### src/rtl/motion_integrator.sv
// Tick-driven motion integrator: sums acceleration channels into speed and position,
// clamps travel, and offers whole-step deltas to a stepper driver over valid/ready.
module motion_integrator #(
  parameter int          SIM_PERIOD  = 500_000,
  parameter int          INT_BITS    = 16,
  parameter int          FRAC_BITS   = 16,
  parameter int          NUM_INPUTS  = 3,
  parameter int          SPEED_GUARD = 24,
  parameter int          SPEED_SHIFT = 4,
  parameter logic [31:0] MAX_SPEED   = 32'h0040_0000,
  parameter int          POS_MAX     = 1599
) (
  input  logic                                       clock,
  input  logic                                       reset,
  input  logic [NUM_INPUTS*(INT_BITS+FRAC_BITS)-1:0] acc_in,
  input  logic                                       calib,
  input  logic                                       end_low,
  input  logic                                       end_high,
  output logic [INT_BITS-1:0]                        delta_steps,
  output logic                                       step_valid,
  input  logic                                       step_ready,
  output logic [INT_BITS-1:0]                        current_pos,
  output logic                                       at_low,
  output logic                                       at_high,
  output logic                                       calib_fault,
  output logic                                       sync_tick
);

  localparam int W  = INT_BITS + FRAC_BITS;
  localparam int SW = W + SPEED_GUARD;
  localparam int CW = $clog2(SIM_PERIOD);
  localparam int IW = (NUM_INPUTS > 1) ? $clog2(NUM_INPUTS) : 1;

  localparam logic [W-1:0]         ACC_MAX = {1'b0, {(W-1){1'b1}}};
  localparam logic [W-1:0]         ACC_MIN = {1'b1, {(W-1){1'b0}}};
  localparam logic signed [SW:0]   SPD_HI  = (SW+1)'(MAX_SPEED);
  localparam logic signed [SW:0]   SPD_LO  = -SPD_HI;
  localparam logic signed [SW:0]   POS_LIM = (SW+1)'(POS_MAX);
  localparam logic signed [SW-1:0] POS_TOP = SW'(POS_MAX) << FRAC_BITS;

  typedef enum logic [2:0] {S_IDLE, S_SUM, S_VEL, S_POS, S_CALIB, S_PUB} state_t;

  state_t                r_state, w_state_next;
  logic [CW-1:0]         r_tick_cnt;
  logic                  w_tick;
  logic                  w_xfer;

  logic [W-1:0]          r_acc, w_acc_next;
  logic [IW-1:0]         r_idx, w_idx_next;
  logic signed [SW-1:0]  r_speed, w_speed_next;
  logic signed [SW-1:0]  r_pos, w_pos_next;
  logic                  r_cal_tick, w_cal_tick_next;
  logic                  r_lim_low, w_lim_low_next;
  logic                  r_lim_high, w_lim_high_next;
  logic                  r_at_low, w_at_low_next;
  logic                  r_at_high, w_at_high_next;
  logic                  r_calib_fault, w_fault_next;
  logic [INT_BITS-1:0]   r_cur_pos, w_cur_next;
  logic [INT_BITS-1:0]   r_delta, w_delta_next;
  logic                  r_valid, w_valid_next;

  logic [W-1:0]          w_ch [NUM_INPUTS];
  logic [W-1:0]          w_ch_sel;
  logic [W:0]            w_sum_wide;
  logic [W-1:0]          w_acc_sat;
  logic signed [SW:0]    w_spd_wide;
  logic signed [SW-1:0]  w_speed_clamp;
  logic signed [SW-1:0]  w_spd_shr;
  logic signed [SW:0]    w_pos_wide;
  logic signed [SW:0]    w_pos_int;
  logic [INT_BITS-1:0]   w_pos_steps;
  logic [INT_BITS-1:0]   w_new_delta;

  for (genvar gi = 0; gi < NUM_INPUTS; gi++) begin : g_ch
    assign w_ch[gi] = acc_in[gi*W +: W];
  end

  assign w_tick   = (r_tick_cnt == CW'(SIM_PERIOD - 1));
  assign w_xfer   = r_valid & step_ready;
  assign w_ch_sel = w_ch[r_idx];

  // Saturating channel sum: overflow shows as disagreement of the two top bits.
  assign w_sum_wide = {r_acc[W-1], r_acc} + {w_ch_sel[W-1], w_ch_sel};
  assign w_acc_sat  = (w_sum_wide[W] != w_sum_wide[W-1]) ?
                      (w_sum_wide[W] ? ACC_MIN : ACC_MAX) : w_sum_wide[W-1:0];

  assign w_spd_wide    = {r_speed[SW-1], r_speed} + {{(SW+1-W){r_acc[W-1]}}, r_acc};
  assign w_speed_clamp = (w_spd_wide > SPD_HI) ? SPD_HI[SW-1:0] :
                         (w_spd_wide < SPD_LO) ? SPD_LO[SW-1:0] : w_spd_wide[SW-1:0];

  assign w_spd_shr   = r_speed >>> SPEED_SHIFT;
  assign w_pos_wide  = {r_pos[SW-1], r_pos} + {w_spd_shr[SW-1], w_spd_shr};
  assign w_pos_int   = w_pos_wide >>> FRAC_BITS;
  assign w_pos_steps = r_pos[FRAC_BITS +: INT_BITS];
  assign w_new_delta = r_cal_tick ? INT_BITS'(1) : (w_pos_steps - r_cur_pos);

  always_ff @(posedge clock or posedge reset) begin
    if (reset) begin
      r_tick_cnt <= '0;
    end else if (w_tick) begin
      r_tick_cnt <= '0;
    end else begin
      r_tick_cnt <= r_tick_cnt + CW'(1);
    end
  end

  always_ff @(posedge clock or posedge reset) begin
    if (reset) r_state <= S_IDLE;
    else       r_state <= w_state_next;
  end

  always_comb begin
    w_state_next = r_state;
    case (r_state)
      S_IDLE:  if (w_tick) w_state_next = calib ? S_CALIB : S_SUM;
      S_SUM:   if (r_idx == IW'(NUM_INPUTS - 1)) w_state_next = S_VEL;
      S_VEL:   w_state_next = S_POS;
      S_POS:   w_state_next = S_PUB;
      S_CALIB: w_state_next = S_PUB;
      S_PUB:   w_state_next = S_IDLE;
      default: w_state_next = S_IDLE;
    endcase
  end

  always_comb begin
    w_acc_next      = r_acc;
    w_idx_next      = r_idx;
    w_speed_next    = r_speed;
    w_pos_next      = r_pos;
    w_cal_tick_next = r_cal_tick;
    w_lim_low_next  = r_lim_low;
    w_lim_high_next = r_lim_high;
    w_at_low_next   = r_at_low;
    w_at_high_next  = r_at_high;
    w_fault_next    = r_calib_fault;
    w_cur_next      = r_cur_pos;
    w_delta_next    = r_delta;
    w_valid_next    = r_valid & ~w_xfer;
    case (r_state)
      S_IDLE: begin
        if (w_tick) begin
          w_acc_next      = '0;
          w_idx_next      = '0;
          w_cal_tick_next = calib;
        end
      end
      S_SUM: begin
        w_acc_next = w_acc_sat;
        w_idx_next = r_idx + IW'(1);
      end
      S_VEL: w_speed_next = w_speed_clamp;
      S_POS: begin
        if (w_pos_wide[SW]) begin
          w_pos_next      = '0;
          w_lim_low_next  = 1'b1;
          w_lim_high_next = 1'b0;
          if (r_speed[SW-1]) w_speed_next = '0;
        end else if (w_pos_int > POS_LIM) begin
          w_pos_next      = POS_TOP;
          w_lim_low_next  = 1'b0;
          w_lim_high_next = 1'b1;
          if (!r_speed[SW-1] && r_speed != '0) w_speed_next = '0;
        end else begin
          w_pos_next      = w_pos_wide[SW-1:0];
          w_lim_low_next  = 1'b0;
          w_lim_high_next = 1'b0;
        end
      end
      S_CALIB: begin
        w_speed_next = '0;
        if (end_low && !end_high)      w_pos_next   = '0;
        else if (end_high && !end_low) w_pos_next   = POS_TOP;
        else if (end_low && end_high)  w_fault_next = 1'b1;
      end
      S_PUB: begin
        w_cur_next = w_pos_steps;
        if (!r_cal_tick) begin
          w_at_low_next  = r_lim_low;
          w_at_high_next = r_lim_high;
        end
        // An unaccepted offer absorbs the new delta so no steps are lost.
        w_delta_next = (r_valid && !w_xfer) ? (r_delta + w_new_delta) : w_new_delta;
        w_valid_next = (w_delta_next != '0);
      end
      default: ;
    endcase
  end

  always_ff @(posedge clock or posedge reset) begin
    if (reset) begin
      r_acc         <= '0;
      r_idx         <= '0;
      r_speed       <= '0;
      r_pos         <= '0;
      r_cal_tick    <= 1'b0;
      r_lim_low     <= 1'b0;
      r_lim_high    <= 1'b0;
      r_at_low      <= 1'b0;
      r_at_high     <= 1'b0;
      r_calib_fault <= 1'b0;
      r_cur_pos     <= '0;
      r_delta       <= '0;
      r_valid       <= 1'b0;
    end else begin
      r_acc         <= w_acc_next;
      r_idx         <= w_idx_next;
      r_speed       <= w_speed_next;
      r_pos         <= w_pos_next;
      r_cal_tick    <= w_cal_tick_next;
      r_lim_low     <= w_lim_low_next;
      r_lim_high    <= w_lim_high_next;
      r_at_low      <= w_at_low_next;
      r_at_high     <= w_at_high_next;
      r_calib_fault <= w_fault_next;
      r_cur_pos     <= w_cur_next;
      r_delta       <= w_delta_next;
      r_valid       <= w_valid_next;
    end
  end

  assign delta_steps = r_delta;
  assign step_valid  = r_valid;
  assign current_pos = r_cur_pos;
  assign at_low      = r_at_low;
  assign at_high     = r_at_high;
  assign calib_fault = r_calib_fault;
  assign sync_tick   = w_tick;

endmodule

### config.mk
export PLATFORM = sky130hd
export DESIGN_NAME = motion_integrator
export DESIGN_NICKNAME = d
export VERILOG_FILES = /design/src/rtl/motion_integrator.sv
export SDC_FILE = /design/constraint.sdc
export NUM_CORES = 1
export LEC_CHECK = 0
export BUFFER_PORTS_ARGS = -buffer_cell sky130_fd_sc_hd__buf_2
export CORE_MARGIN = 3
export CORE_UTILIZATION = 48
export DETAILED_ROUTE_END_ITERATION = 7
export PLACE_DENSITY_LB_ADDON = 0.12
export RECOVER_POWER = 50
export SYNTH_ARGS = -nofsm -noshare
export SYNTH_HDL_FRONTEND = slang
export SYNTH_SLANG_ARGS = --single-unit
### constraint.sdc
create_clock -name clock -period 13.45 [get_ports clock]
set_input_delay 0 -clock clock [delete_from_list [all_inputs] [get_ports clock]]
set_output_delay 0 -clock clock [all_outputs]
set_load 0.01 [all_outputs]
==> impl_metrics.csv <==
group,metric,value,unit
status,status,"finished, violations left",
status,violations,"capacitance limit, slew limit",
floorplan,fp-row-count,74,
setup_path,slowest_delay,2740,ps
grt,grt_overflow,0,
pwr,irDropWorstVdd,0.0000878,V
logic_synthesis,synth-seq-area-share,25.6,%
layout,syn_to_final_growth,9.52,%
logic_synthesis,synth_common_cells,"288 x nand2_1, 236 x a21oi_1, 207 x dfrtp_1, 207 x o21ai_0, 178 x ha_1",
layout,drive_above_1_share,8.57,%
logic_synthesis,yosysTopAreaCell,"dfrtp_1",
layout,fillers,4009,
sta,setup_tns,0,ps
setup_path,critPathArrivalTime,5690,ps
clocking,htreeDepth,1,
setup_path,endpoint_kind,"asynchronous set/reset pin",
floorplan,pin_count,139,
place,post-place-ws,7750,ps
logic_synthesis,synth.area.top_cells,"dfrtp_1 26%, ha_1 11%, a21oi_1 5.8%",
place,port-buffer-count,138,
clocking,cts_resized,0,
sta,tightest_slew,3980,ps
setup_path,path_buf_inv,4,
floorplan,dieArea,0.0447,mm²
run,cap_violations,4,
clocking,numClockSinks,207,
sta,holdWs,24.0,ps
sta,fmax,162,MHz
floorplan,die_h,211,µm
clocking,cts_tree,"built",
logic_synthesis,netlist.area_leader.share,25.6,%
sta,fin_crit_sh,45.9,%
sta,setup_viol,0,
grt,grt_max_degree,88,
setup_path,crit_type,"in -> async",
logic_synthesis,syn-num-nets,2851,
layout,fin_nets,2925,
logic_synthesis,syn_area,0.0202,mm²
drt,drcViolationCount,0,
pwr,leakage,9.87,nW
clocking,cts_made_buffers,26,
drt,drt_iter0_markers,1704,
pwr,total_power,0.00173,W
grt,gr-usage-all-layers,30.2,%
drt,avgRoutedWirePerCell,21.6,µm
layout,diodes,0,
drt,vias,20100,
pwr,powerDensity,78.2,mW/mm²
sta,period_minus_slack,6170,ps
place,dp_hpwl,55200,µm
sta,skew,14.2,ps
drt,viasPerCell,6.30,
layout,fin_util,53.8,%
setup_path,worst-endpoint-required,12970,ps
place,gp_congestion,1.01,
grt,grt_pass1_wl,107000,µm
sta,rsz0062_at_grt,"no",
drt,antenna_left,0,
setup_path,cp_top_family,"buffers and inverters",
logic_synthesis,synth_ff_type,"dfrtp_1",
logic_synthesis,synthArstFlopShare,100,%
floorplan,core_area,0.0412,mm²
logic_synthesis,synth.distinct_cells,92,
logic_synthesis,yosysWarnings,0,
drt,wl,68900,µm
clocking,ctsLongestPathBuffers,3,
setup_path,crit_fanout,87,
floorplan,start_util,49.1,%
sta,maxSlewViolCount,238,
grt,antenna_found_initial,2,
logic_synthesis,yosysMostFrequentCell,"nand2_1",
setup_path,crit_top_cell,"clkbuf_1",
logic_synthesis,syn_avg_cell_area,7.89,µm²
logic_synthesis,synth_cells,2566,
sta,finalHoldViolCount,0,
setup_path,path_cells,"dlygate4sd3_1, clkbuf_1, clkinvlp_2, clkbuf_1",
clocking,clk_pin_slew_worst_paths,60,ps
sta,fin_ws,7280,ps
grt,grt_pass1_vias,19100,
hold_path,hold_path_class,"in -> reg",
floorplan,dieWidth,211,µm
clocking,root_buffer,"clkbuf_16",
logic_synthesis,synth_edf_count,0,
logic_synthesis,synth_seq_cells,207,
setup_path,crit_slowest_cell,"clkbuf_1",
clocking,insertion_delay,550,ps
sta,slew_headroom,-167,%
drt,firstDrtPassIters,6,
setup_path,crit_path_start_kind,"input pin",
registers in the layout, indices dropped and copies added (netlist names), 2 cells and up:
name,flops
r_idx,2
delta_steps,16
r_pos,56
current_pos,16
r_state,3
r_acc,32
r_speed,56
r_tick_cnt,19
where the power goes:
part | internal [W] | switching, W
registers | 0.000634 | 0.0000138
clock network | 0.000476 | 0.000290
logic | 0.000130 | 0.000188
total | 0.00124 | 0.000492
worst min-delay path, cell delays in order:
cell	delay, ps
buf_2	80
nand2_1	30
o21ai_0	70
ha_1	130
nor2_1	40
o31ai_1	180
final cells by class:
type,count,area (µm²),share of cell area (%)
clock inverter,12,175,0.790
multi-input combinational,2115,14100,63.6
sequential,207,5180,23.4
tap,532,666,3.00
inverter,131,493,2.22
timing repair buffer,159,796,3.59
clock buffer,35,766,3.46
kinds of logic after synthesis:
| family | after synthesis | synth area share [%] |
|---|---|---|
| AOI/OAI and AO/OA | 874 | 28.3 |
| xor gates and xnor gates | 143 | 6.19 |
| adders and majority gates | 183 | 11.5 |
| buffers and inverters | 244 | 4.88 |
| DFF | 207 | 25.6 |
| muxes | 46 | 2.32 |
| and+or+nand+nor | 869 | 21.2 |
layout by cell type (no fill, tap or decap), types with 63 or more instances in the layout:
cell and count:
nand2_1 288, nor2_1 175, nand4_1 67, inv_1 130
a21o_1 67, o21ai_0 207, ha_1 178, dfrtp_1 206
buf_2 100, a21oi_1 234, xnor2_1 80, xor2_1 63
path summary, 6_finish.rpt:
check                         startpoint       endpoint  slack (ps)  cells after the start
hold reg to reg            r_tick_cnt[0]  r_tick_cnt[0]         460                      1
setup reg to reg                r_idx[0]       r_acc[2]        7690                     20
hold / removal                acc_in[32]       r_acc[0]          20                      6
max in group clock              r_idx[0]       r_acc[2]        7690                     20
min in group asynchronous          reset    r_speed[47]        1210                      3
setup / recovery                   reset       r_idx[1]        7280                      4
through the flow:
stage	std cells	instance area, µm²
3_3_place_gp	3140	21300
3_5_place_dp	3140	21300
4_1_cts	3191	22200
6_report	3191	22200
2_1_floorplan	2566	20200
5_1_grt	3191	22200
layer usage:
metal	part of all wire (%)	GRT usage, %
met1	45	41.9
met2	44	47.9
met3	7.0	5.96
met4	3.4	8.98
met5	0.039	0
repair_timing:
| item | in CTS | in global routing |
|---|---|---|
| hold buffers | 4 | 0 |
| setup buffers | 0 | 0 |
| endpoints found under the hold margin | 90 | 0 |
| setup endpoints to repair | 0 | 0 |
Note: power is estimated with default switching activity, not from simulation.
